### src/rtl/snitch_icache_refill_ctrl.sv
// Instruction-cache miss handler: merges misses into a small pending table, issues line
// refills, writes returned lines into the lookup RAMs (round-robin way) and answers requesters.
module snitch_icache_refill_ctrl #(
   parameter int unsigned FETCH_AW      = 32,
   parameter int unsigned LINE_WIDTH    = 128,
   parameter int unsigned LINE_ALIGN    = 4,
   parameter int unsigned COUNT_ALIGN   = 5,
   parameter int unsigned SET_COUNT     = 4,
   parameter int unsigned SET_ALIGN     = 2,
   parameter int unsigned TAG_WIDTH     = FETCH_AW - LINE_ALIGN - COUNT_ALIGN,
   parameter int unsigned ID_WIDTH      = 4,
   parameter int unsigned PENDING_COUNT = 2,
   parameter int unsigned PID_WIDTH     = $clog2(PENDING_COUNT)
) (
   input  logic                   clk_i,
   input  logic                   rst_ni,
   input  logic                   flush_valid_i,
   output logic                   flush_ready_o,
   input  logic [FETCH_AW-1:0]    miss_addr_i,
   input  logic [ID_WIDTH-1:0]    miss_id_i,
   input  logic                   miss_valid_i,
   output logic                   miss_ready_o,
   output logic [FETCH_AW-1:0]    refill_addr_o,
   output logic [PID_WIDTH-1:0]   refill_pid_o,
   output logic                   refill_valid_o,
   input  logic                   refill_ready_i,
   input  logic [LINE_WIDTH-1:0]  refill_data_i,
   input  logic                   refill_error_i,
   input  logic [PID_WIDTH-1:0]   refill_pid_i,
   input  logic                   refill_rvalid_i,
   output logic                   refill_rready_o,
   output logic [COUNT_ALIGN-1:0] write_addr_o,
   output logic [SET_ALIGN-1:0]   write_set_o,
   output logic [LINE_WIDTH-1:0]  write_data_o,
   output logic [TAG_WIDTH-1:0]   write_tag_o,
   output logic                   write_error_o,
   output logic                   write_valid_o,
   input  logic                   write_ready_i,
   output logic [LINE_WIDTH-1:0]  out_data_o,
   output logic [ID_WIDTH-1:0]    out_id_o,
   output logic                   out_error_o,
   output logic                   out_valid_o,
   input  logic                   out_ready_i
);
   localparam int unsigned LineW = FETCH_AW - LINE_ALIGN;

   typedef enum logic {WaitIssue, WaitRsp} entry_state_e;
   typedef enum logic [1:0] {StIdle, StWrite, StResp} rsp_state_e;

   logic [PENDING_COUNT-1:0] valid_q, valid_d;
   entry_state_e             state_q [PENDING_COUNT];
   entry_state_e             state_d [PENDING_COUNT];
   logic [LineW-1:0]         line_q  [PENDING_COUNT];
   logic [LineW-1:0]         line_d  [PENDING_COUNT];
   logic [ID_WIDTH-1:0]      id_q    [PENDING_COUNT];
   logic [ID_WIDTH-1:0]      id_d    [PENDING_COUNT];

   rsp_state_e            rsp_q, rsp_d;
   logic [PID_WIDTH-1:0]  rsp_pid_q, rsp_pid_d;
   logic [LineW-1:0]      rsp_line_q, rsp_line_d;
   logic [LINE_WIDTH-1:0] rsp_data_q, rsp_data_d;
   logic                  rsp_err_q, rsp_err_d;
   logic [ID_WIDTH-1:0]   out_id_q, out_id_d;
   logic [SET_ALIGN-1:0]  victim_q, victim_d;

   logic [LineW-1:0]     miss_line;
   logic                 merge_hit, free_hit, issue_hit;
   logic [PID_WIDTH-1:0] merge_idx, free_idx, issue_idx;
   logic                 unused_miss_offset;

   assign miss_line          = miss_addr_i[FETCH_AW-1:LINE_ALIGN];
   assign unused_miss_offset = ^miss_addr_i[LINE_ALIGN-1:0];

   // The entry owned by the response FSM no longer accepts merges: its IDs are already committed.
   always_comb begin
      merge_hit = 1'b0;
      merge_idx = '0;
      free_hit  = 1'b0;
      free_idx  = '0;
      issue_hit = 1'b0;
      issue_idx = '0;
      for (int i = 0; i < PENDING_COUNT; i++) begin
         if (valid_q[i] && (line_q[i] == miss_line) && !merge_hit &&
             !((rsp_q != StIdle) && (rsp_pid_q == PID_WIDTH'(i)))) begin
            merge_hit = 1'b1;
            merge_idx = PID_WIDTH'(i);
         end
         if (!valid_q[i] && !free_hit) begin
            free_hit = 1'b1;
            free_idx = PID_WIDTH'(i);
         end
         if (valid_q[i] && (state_q[i] == WaitIssue) && !issue_hit) begin
            issue_hit = 1'b1;
            issue_idx = PID_WIDTH'(i);
         end
      end
   end

   assign miss_ready_o   = !flush_valid_i && (merge_hit || free_hit);
   assign refill_valid_o = issue_hit;
   assign refill_pid_o   = issue_idx;
   assign refill_addr_o  = issue_hit ? {line_q[issue_idx], {LINE_ALIGN{1'b0}}} : '0;
   assign flush_ready_o  = flush_valid_i && (valid_q == '0) && (rsp_q == StIdle);

   always_comb begin
      valid_d = valid_q;
      state_d = state_q;
      line_d  = line_q;
      id_d    = id_q;
      if (refill_valid_o && refill_ready_i) begin
         state_d[issue_idx] = WaitRsp;
      end
      if (miss_valid_i && miss_ready_o) begin
         if (merge_hit) begin
            id_d[merge_idx] = id_q[merge_idx] | miss_id_i;
         end else begin
            valid_d[free_idx] = 1'b1;
            state_d[free_idx] = WaitIssue;
            line_d[free_idx]  = miss_line;
            id_d[free_idx]    = miss_id_i;
         end
      end
      // Allocation looks at valid_q, so a slot freed here is not reused in the same cycle.
      if (out_valid_o && out_ready_i) begin
         valid_d[rsp_pid_q] = 1'b0;
      end
   end

   always_comb begin
      rsp_d           = rsp_q;
      rsp_pid_d       = rsp_pid_q;
      rsp_line_d      = rsp_line_q;
      rsp_data_d      = rsp_data_q;
      rsp_err_d       = rsp_err_q;
      out_id_d        = out_id_q;
      victim_d        = victim_q;
      refill_rready_o = (rsp_q == StIdle);
      write_valid_o   = (rsp_q == StWrite);
      out_valid_o     = (rsp_q == StResp);
      unique case (rsp_q)
         StIdle: begin
            if (refill_rvalid_i) begin
               rsp_pid_d  = refill_pid_i;
               rsp_line_d = line_q[refill_pid_i];
               rsp_data_d = refill_data_i;
               rsp_err_d  = refill_error_i;
               rsp_d      = StWrite;
            end
         end
         StWrite: begin
            if (write_ready_i) begin
               victim_d = (victim_q == SET_ALIGN'(SET_COUNT - 1)) ? '0 : victim_q + 1'b1;
               out_id_d = id_q[rsp_pid_q];
               rsp_d    = StResp;
            end
         end
         StResp: begin
            if (out_ready_i) begin
               rsp_d = StIdle;
            end
         end
         default: rsp_d = StIdle;
      endcase
   end

   assign write_addr_o  = rsp_line_q[COUNT_ALIGN-1:0];
   assign write_tag_o   = rsp_line_q[LineW-1:COUNT_ALIGN];
   assign write_set_o   = victim_q;
   assign write_data_o  = rsp_data_q;
   assign write_error_o = rsp_err_q;
   assign out_data_o    = rsp_data_q;
   assign out_id_o      = out_id_q;
   assign out_error_o   = rsp_err_q;

   always_ff @(posedge clk_i or negedge rst_ni) begin
      if (!rst_ni) begin
         valid_q    <= '0;
         rsp_q      <= StIdle;
         rsp_pid_q  <= '0;
         rsp_line_q <= '0;
         rsp_data_q <= '0;
         rsp_err_q  <= 1'b0;
         out_id_q   <= '0;
         victim_q   <= '0;
         for (int i = 0; i < PENDING_COUNT; i++) begin
            state_q[i] <= WaitIssue;
            line_q[i]  <= '0;
            id_q[i]    <= '0;
         end
      end else begin
         valid_q    <= valid_d;
         state_q    <= state_d;
         line_q     <= line_d;
         id_q       <= id_d;
         rsp_q      <= rsp_d;
         rsp_pid_q  <= rsp_pid_d;
         rsp_line_q <= rsp_line_d;
         rsp_data_q <= rsp_data_d;
         rsp_err_q  <= rsp_err_d;
         out_id_q   <= out_id_d;
         victim_q   <= victim_d;
      end
   end

   assert property (@(posedge clk_i) disable iff (!rst_ni)
      (refill_rvalid_i && refill_rready_o) |->
         (valid_q[refill_pid_i] && (state_q[refill_pid_i] == WaitRsp)));

endmodule
### config.mk
export PLATFORM = sky130hd
export DESIGN_NAME = snitch_icache_refill_ctrl
export DESIGN_NICKNAME = d
export VERILOG_FILES = /design/src/rtl/snitch_icache_refill_ctrl.sv
export SDC_FILE = /design/constraint.sdc
export NUM_CORES = 1
export LEC_CHECK = 0
export CAP_MARGIN = 10
export CORE_AREA = 2 2 197 199
export DETAILED_ROUTE_END_ITERATION = 8
export DIE_AREA = 0 0 199 201
export GPL_TIMING_DRIVEN = 1
export PLACE_DENSITY = 0.71
export SLEW_MARGIN = 30
export SYNTH_ARGS = -nofsm -noshare
export SYNTH_HDL_FRONTEND = slang
export SYNTH_SLANG_ARGS = --single-unit
### constraint.sdc
create_clock -name clk_i -period 6.4 [get_ports clk_i]
set_input_delay 1.28 -clock clk_i [delete_from_list [all_inputs] [get_ports clk_i]]
set_output_delay 1.28 -clock clk_i [all_outputs]
set_load 0.01 [all_outputs]
# Word level (Yosys, flattened, before mapping)
# Index checks and enable logic that the tools add are counted.
# totals
register_bits	234
input_bits	174
# op_classes
n_addsub	1
order_cmp	12
eq_ne	8
mux	51
n_bitwise	16
reduce_logical	36
# op_table
op	n
two-way mux 28 bit	7
bitwise mux 56 bit	1
== test 28 bit	2
two-way mux 32 bit	1
two-way mux 4 bit	8
demux 28 bit (select 1 bit)	1
logical AND 1 bit	22
two-way mux 2 bit	10
bitwise mux 8 bit	2
two-way mux 1 bit	13
>= comparator 2 bit (second input constant)	5
inverter 1 -> 2 bit	5
demux 4 bit (select 1 bit)	2
two-way mux 8 bit	1
logical NOT 1 bit	6
less-than comparator 2 x 1 -> 1 bit (second input constant)	3
one-hot mux 2 bit (3 select lines)	1
AND reduction 2 bit	3
bitwise AND 2 bit	2
demux 1 bit (select 1 bit)	4
== test 2 bit (second input constant)	2
logical NOT 2 bit	2
less-than comparator 1 x 2 -> 1 bit (second input constant)	2
!= test 2 x 1 -> 1 bit (second input constant)	2
11 further kinds	17

# Logic depth before layout (Yosys ltp)
# Gate-level depths: netlist (run 1).
# depth
word_depth	16
mapped_depth	7
ltp_nobuf	5

# Least setup slack after synthesis (run 1)
# Ideal clock, no wire load.
# synth_timing
kind	input-to-output
startpoint	in miss_addr_i[26]
endpoint	out miss_ready_o
arrival_time_ns	2.671
required_ns	5.120
slack_ns	2.449
stages	5
n_path_buf	0
cell_sequence	xnor2_1 -> nand4_1 -> or4_1 -> or2_1 -> a41oi_1
# synth_via
elab_chain_len	10
elab_cells_between_ends	12
classes_between	2 x eq/ne; 2 x mux; 8 x reduce/logical
# synth_rtl
item	line	text
from (decl)	19	input logic [FETCH_AW-1:0] miss_addr_i,
== test 28 bit	83	if (valid_q[i] && (line_q[i] == miss_line) && !merge_hit &&
logical AND 1 bit (2 in a row)	83	
two-way mux 1 bit	83	
logical NOT 1 bit	83	
logical AND 1 bit (2 in a row)	83	
two-way mux 1 bit *	83	
logical OR 1 bit *	99	assign miss_ready_o = !flush_valid_i && (merge_hit || free_hit);
logical AND 1 bit *	99	
to (decl)	22	output logic miss_ready_o,
# Mark *: on every way between the ends. The rest lies on a longest branch, timed or not.

# Final worst setup path (run 1)
# layout_timing
startpoint	in miss_addr_i[4]
endpoint	out miss_ready_o
# Same word-level chain as after synthesis.

==> summary.txt, run 1 <==
Route
  – First DRT Iteration DRCs: 322
  – Vias: 8055
  – DR pass1 iterations: 4
  – Wire per inst: 20.8 µm
  – Detail Route Antenna Nets: 0
  – DRC viols: 0
  – Final WL: 37000 µm
  – Vias per cell: 4.52

Power
  – Clock network power share: 0.183
  – Worst IR Drop VDD: 0.250 mV
  – Leak: 6.77 nW
  – Cell Pwr Density: 526 nW/µm²
  – Switch share: 0.353
  – Internal: 5.73 mW
  – Sequential Power Share: 0.329
  – NetSw: 3.13 mW
  – Combinational share of power: 0.489

CTS
  – Clock slew at reported path FFs: 0.06 ns
  – CTS Buf Count: 28
  – TritonCTS clock tree: yes
  – Worst skew pair latency: 0.54 ns
  – Setup Buffers After CTS: 0
  – CTS root buf: clkbuf_16
  – Hold_buf cts: 0
  – H-tree lvl count: 1
  – Post-cts repair resize count: 0
  – Bufs on Longest Clock Path: 3
  – Clock sink total: 234

Synth
  – Synth warn: 0
  – Synth unique cells: 42
  – EDFF count, synth: 0
  – Multiplexer share of the synthesized area: 0.230
  – Compound-Gate Fraction of Synth Area: 0.0547
  – Main combinational cell family by area after synthesis: multiplexers
  – Netlist Area Pre-Place: 11300 µm²
  – Asr flop ratio synth: 1.00
  – Simple-Gate Fraction of Synth Area: 0.0429
  – Register area share after synthesis: 0.516
  – Post-synthesis adder-cell area fraction: 0.00110
  – Syn Inst Count: 876
  – Most common flop cell mapped by yosys: dfrtp_1
  – Synthesized area per cell: 12.9 µm²
  – FF+latch count, synth: 234
  – Post-Synth XOR/XNOR Area: 0.0432

Place
  – DP Worst Slack: 1.10 ns
  – Port Buffer Count: 496
  – HPWL Detailed: 27700 µm
  – Routability congestion estimate: 0.869

STA
  – Setup TNS: 0 ns
  – Fin. Hold Viols: 0
  – Fin Clk Skew: 0.0144 ns
  – Worst Tran Pin Value: 0.987 ns
  – RSZ-0062 raised after global routing: no
  – Final setup vio count: 0
  – Period minus WS final: 5.37 ns
  – Final period util: 0.838
  – Post-route setup slack: 1.03 ns
  – Slew headroom: 0.342
  – Final Max Slew Viols: 0
  – FMAX: 186 MHz

Global route
  – Met3 Use GR: 0.0509
  – GRT Total Usage: 0.178
  – Most used routing layer in global routing: met2
  – Met2 usage in global routing: 0.298
  – Antenna violations before repair: 2
  – Grt ovf: 0
  – First-pass GRT wire length: 54200 µm
  – Largest net degree at the start of global routing: 120
  – Vias in the first global route: 8335
  – Met1 Use GR: 0.217

Floorplan
  – Initial core utilization: 0.298
  – Core box area: 38100 µm²
  – Die Y: 201 µm
  – # IOs: 505
  – Die area: 40000 µm²
  – FP Rows: 72
  – DIE WIDTH: 199 µm

Critical path
  – Critical path buffers and inverters: 2
  – R2R Setup Slk: 3.68 ns
  – Worst R2R Path Depth: 4
  – Crit path max-delay family: buffers and inverters
  – CP peak stage delay: 0.68 ns
  – Worst path slowest cell: or4_1
  – Data arrival, critical path: 4.09 ns
  – Setup crit start kind: primary input
  – Crit-path cells: clkdlybuf4s50_1 > xnor2_1 > nand4_1 > or4_1 > or2_1 > a41oi_1 > clkdlybuf4s50_1
  – CP most frequent cell: clkdlybuf4s50_1
  – Crit path kind: in2out
  – Worst r2r dst: out_data_o[47]$_DFFE_PN0P_
  – Reg2reg start: rsp_q[1]$_DFFE_PN0P_
  – Crit Path Max Fanout: 5
  – Critical Path RT: 5.12 ns
  – CP Capture Type: output pin

Layout
  – Nets: 1416
  – Area delta synth->final: 48.3%
  – Final core occ: 0.441
  – ANT cells: 0
  – Layout cells sized above 1: 0.199

Hold path
  – Hold Crit Endpoint: out_id_o[3]$_DFFE_PN0P_
  – Hold path start: out_id_o[3]$_DFFE_PN0P_
  – Hold Path Class: reg2reg
  – Hold path depth: 2

Outcome
  – Status: finished, final reports clean

Run
  – Max-Cap Viols: 0
-- flip-flops by register name, summed over array words and instances (netlist names) --
name,count
out_data_o,128
line_q,56
rsp_line_q,28
id_q,8
out_id_o,4
rsp_q,2
state_q,2
valid_q,2
write_set_o,2
out_error_o,1
rsp_pid_q,1
-- worst register-to-register path: stages, from the launching register on --
cell and delay [ns]:
dfrtp_1 0.43, nor2_1 0.28, and2_4 0.80, buf_12 0.57
mux2_2 0.54
-- cell type report --
cell class	instances	area [µm²]
Clock inverter	16	150
Inverter	12	45.0
Multi-Input combinational cell	460	4250
Tap cell	518	648
Sequential cell	234	5860
Timing Repair Buffer	505	5070
Clock buffer	36	802
Fill cell	3565	21300
-- worst max-delay path by stage --
stage / startpoint / cells after the start / slack, ns / endpoint
after global placement: miss_addr_i[26] / 7 / 1.07 / miss_ready_o
after CTS: miss_addr_i[26] / 7 / 1.08 / miss_ready_o
after detailed placement: miss_addr_i[26] / 7 / 1.10 / miss_ready_o
after floorplan: miss_addr_i[26] / 5 / 2.45 / miss_ready_o
final: miss_addr_i[4] / 7 / 1.03 / miss_ready_o
after global routing: miss_addr_i[13] / 7 / 0.91 / miss_ready_o
-- per-layer routing --
metal,routed length [µm],part of all wire
met5,33,0.00089
met3,3000,0.081
met2,17900,0.48
met4,1290,0.035
met1,14800,0.40
-- metrics by stage --
stage / instance area (µm²) / cells / hold slack (ns) / power [mW]
floorplan: 11400 / 879 / 0.454 / 5.07
global placement: 15800 / 1727 / 0.469 / 7.22
detailed placement: 15800 / 1728 / 0.477 / 7.28
CTS: 16800 / 1780 / 0.490 / 8.96
global route: 16800 / 1781 / 0.531 / 9.31
finish: 16800 / 1781 / 0.491 / 8.85
-- layout by cell type (no fill, tap or decap), types with 2 or more instances in the layout --
cell / n
nor4_4: 2
or4_1: 2
mux2_4: 45
nor2_1: 33
o32ai_1: 4
bufinv_16: 2
a22o_1: 28
mux2_2: 138
nand2b_1: 2
mux2i_1: 33
o2111ai_1: 4
inv_1: 12
clkinv_2: 8
clkbuf_1: 2
a21oi_1: 31
a211oi_4: 2
buf_4: 6
clkbuf_16: 29
nand2_1: 15
clkbuf_8: 5
clkinvlp_4: 4
o21ai_0: 7
dfrtp_1: 234
mux2_1: 4
nand4_1: 24
nor2b_1: 3
nor4_1: 4
clkdlybuf4s50_1: 494
xnor2_1: 56
o221ai_1: 4
conb_1: 4
-- cell usage after synthesis, types with 7 or more instances --
cell type  instances  area share
a21oi_1           31       0.014
a22o_1            28       0.022
buf_2             17      0.0075
buf_4            133       0.088
buf_6              7      0.0069
clkbuf_1          12      0.0040
dfrtp_1          234        0.52
inv_1             12      0.0040
mux2_2           138        0.14
mux2_4            45       0.060
mux2i_1           33       0.029
nand2_1           15      0.0050
nand4_1           24       0.013
nor2_1            35       0.012
o21ai_0            7      0.0031
xnor2_1           56       0.043
-- power by group through the flow --
| stage | Clock, mW | Combinational, mW | Sequential (mW) |
|---|---|---|---|
| 6_report | 1.62 | 4.33 | 2.91 |
| 5_1_grt | 1.72 | 4.57 | 3.02 |
| 3_5_place_dp | 0 | 4.35 | 2.93 |
| 3_3_place_gp | 0 | 4.32 | 2.90 |
| 4_1_cts | 1.66 | 4.38 | 2.91 |
| 2_1_floorplan | 0 | 2.12 | 2.94 |
-- cells by family after synthesis --
| kind of cell | Yosys count |
|---|---|
| XOR/XNOR | 56 |
| AO/OA/AOI/OAI | 86 |
| flip-flops | 234 |
| adder cells (fa/ha/maj) | 1 |
| buffers and inverters | 185 |
| other | 1 |
| multiplexers | 220 |
| AND/OR/NAND/NOR | 93 |
Power figures use the tool's default switching activity.
==> run 2: changes to the inputs <==
Settings changed: CORE_AREA 2 2 197 199 to 2 2 198 200, DIE_AREA 0 0 199 201 to 0 0 200 202, PLACE_DENSITY 0.71 to 0.72.
Clock period 6.4 ns to 4.85 ns, I/O delays scaled along.
==> run 2 against run 1 <==
Effect of this change: sequential share of layout area down 0.19 points; critical endpoint unchanged; largest power group unchanged; worst setup slack worse by 0.87 ns; first-iteration DRC count is 35% higher; largest cell class unchanged; critical path type unchanged; power rose by 33%; final cell count is 0.62% higher.
==> summary.txt, run 2 (synthesis gave the netlist of run 1 again) <==
STA
  – FMAX: 213 MHz
  – Worst Tran Pin Value: 0.692 ns (was 0.987 ns)
  – Final period util: 0.966
  – Fin. Hold Viols: 0 (unchanged)
  – Period minus WS final: 4.68 ns
  – Post-route setup slack: 0.166 ns (was 1.03 ns)
  – Setup TNS: 0 ns (unchanged)
  – RSZ-0062 raised after global routing: no (unchanged)
  – Fin Clk Skew: 0.0224 ns (was 0.0144 ns)
  – Final Max Slew Viols: 0 (unchanged)
  – Slew headroom: 0.539 (was 0.342)
  – Final setup vio count: 0 (unchanged)

Route
  – Wire per inst: 21.3 µm (was 20.8 µm)
  – Vias per cell: 4.63 (was 4.52)
  – Final WL: 38200 µm (was 37000 µm)
  – DR pass1 iterations: 6 (was 4)
  – First DRT Iteration DRCs: 436 (was 322)
  – Detail Route Antenna Nets: 0 (unchanged)
  – Vias: 8296 (was 8055)
  – DRC viols: 0 (unchanged)

Critical path
  – Worst path slowest cell: or4_1 (unchanged)
  – Crit Path Max Fanout: 4 (was 5)
  – Worst r2r dst: line_q[28]$_DFFE_PN0P_ (was out_data_o[47]$_DFFE_PN0P_)
  – CP Capture Type: output pin (unchanged)
  – Crit path kind: in2out (unchanged)
  – CP most frequent cell: clkdlybuf4s50_1 (unchanged)
  – Reg2reg start: rsp_q[1]$_DFFE_PN0P_ (unchanged)
  – CP peak stage delay: 0.60 ns (was 0.68 ns)
  – Critical Path RT: 3.88 ns (was 5.12 ns)
  – Data arrival, critical path: 3.71 ns (was 4.09 ns)
  – Worst R2R Path Depth: 6 (was 4)
  – Setup crit start kind: primary input (unchanged)
  – R2R Setup Slk: 2.41 ns (was 3.68 ns)
  – Crit-path cells: clkdlybuf4s50_1 > xnor2_1 > nand4_1 > or4_1 > or2_1 > a41oi_1 > clkdlybuf4s50_1 (unchanged)

Power
  – Cell Pwr Density: 694 nW/µm² (was 526 nW/µm²)
  – Worst IR Drop VDD: 0.290 mV (was 0.250 mV)
  – Leak: 6.83 nW (was 6.77 nW)
  – Final Power: 11.7 mW (was 8.85 mW)

CTS
  – TritonCTS clock tree: yes (unchanged)
  – Clock slew at reported path FFs: 0.06 ns (about the same)
  – CTS root buf: clkbuf_16 (unchanged)
  – Post-cts repair resize count: 0 (unchanged)
  – Worst skew pair latency: 0.55 ns (was 0.54 ns)
  – Bufs on Longest Clock Path: 3 (unchanged)
  – H-tree lvl count: 1 (unchanged)
  – Setup Buffers After CTS: 0 (unchanged)
  – CTS Buf Count: 28 (unchanged)
  – Hold_buf cts: 0 (unchanged)
  – Clock sink total: 234 (unchanged)

Place
  – Placed cells: 1740 (was 1728)
  – HPWL Detailed: 28900 µm (was 27700 µm)
  – Port Buffer Count: 496 (unchanged)
  – Routability congestion estimate: 0.940 (was 0.869)
  – DP Worst Slack: 0.220 ns (was 1.10 ns)

Layout
  – Nets: 1428 (was 1416)
  – Commonest non-fill, non-tap cell in the layout: clkdlybuf4s50_1 (unchanged)
  – Post-route insts no fill: 1792 (was 1781)
  – Area delta synth->final: 49.1% (was 48.3%)
  – Most frequent cells in the layout: clkdlybuf4s50_1 (494), dfrtp_1 (234), mux2_2 (138) (unchanged)
  – Layout cells sized above 1: 0.201 (was 0.199)
  – Max reg flops: 128 (unchanged)

Floorplan
  – FP Rows: 72 (unchanged)
  – Die area: 40400 µm² (was 40000 µm²)
  – Core box area: 38300 µm² (was 38100 µm²)
  – # IOs: 505 (unchanged)
  – Die Y: 202 µm (was 201 µm)
  – Initial core utilization: 0.296 (was 0.298)
  – DIE WIDTH: 200 µm (was 199 µm)

Run
  – Max-Cap Viols: 0 (unchanged)

Global route
  – Antenna violations before repair: 3 (was 2)
  – GRT Total Usage: 0.182 (was 0.178)
  – Vias in the first global route: 8527 (was 8335)
  – Grt ovf: 0 (unchanged)
  – Largest net degree at the start of global routing: 122 (was 120)
  – First-pass GRT wire length: 55600 µm (was 54200 µm)

Outcome
  – Status: finished, final reports clean (unchanged)

Hold path
  – Hold Path Class: in2async (was reg2reg)
[run 2: worst max path at each step]
stage | start | end | depth (start not counted)
after detailed placement | miss_addr_i[9] | miss_ready_o | 7
after global placement | miss_addr_i[26] | miss_ready_o | 7
after floorplan | miss_addr_i[26] | miss_ready_o | 5
after CTS | miss_addr_i[9] | miss_ready_o | 7
final | miss_addr_i[9] | miss_ready_o | 7
after global routing | miss_addr_i[20] | miss_ready_o | 7
[run 2: power breakdown]
part	internal, mW	switching (mW)	total (mW)
registers	2.89	0.946	3.84
logic	3.42	2.36	5.78
clock network	1.29	0.837	2.12
[run 2: metrics by stage]
stage               cell area [µm²]  hold slack [ns]   util
floorplan                     11400            0.454      -
global placement              15900            0.467  0.417
detailed placement            15900            0.471  0.417
CTS                           16900            0.370  0.441
global route                  16900            0.379  0.442
finish                        16900            0.366  0.442
[run 2: metal layers]
layer  up-vias  GRT usage  wire length, µm
met5         -          0               13
met3        74     0.0434             2990
met4         2     0.0786             1580
li1       3708          -                -
met2       347      0.305            18400
met1      4165      0.221            15200
[run 2: final cells by class]
| class | count | area [µm²] |
|---|---|---|
| inverters | 12 | 45.0 |
| clock inverters | 8 | 101 |
| repair buffers | 517 | 5180 |
| multi-input cells | 460 | 4250 |
| diodes | 2 | 5.00 |
| clock buffers | 41 | 831 |
| fillers | 3464 | 21400 |
| flip-flops and latches | 234 | 5860 |
| well taps | 518 | 648 |
[run 2: critical path: cells and delay by family]
| kind | cells | cell delay [ns] |
|---|---|---|
| AOI/OAI and AO/OA | 1 | 0.27 |
| xor gates and xnor gates | 1 | 0.37 |
| buffers and inverters | 2 | 1.11 |
| and+or+nand+nor | 3 | 0.98 |
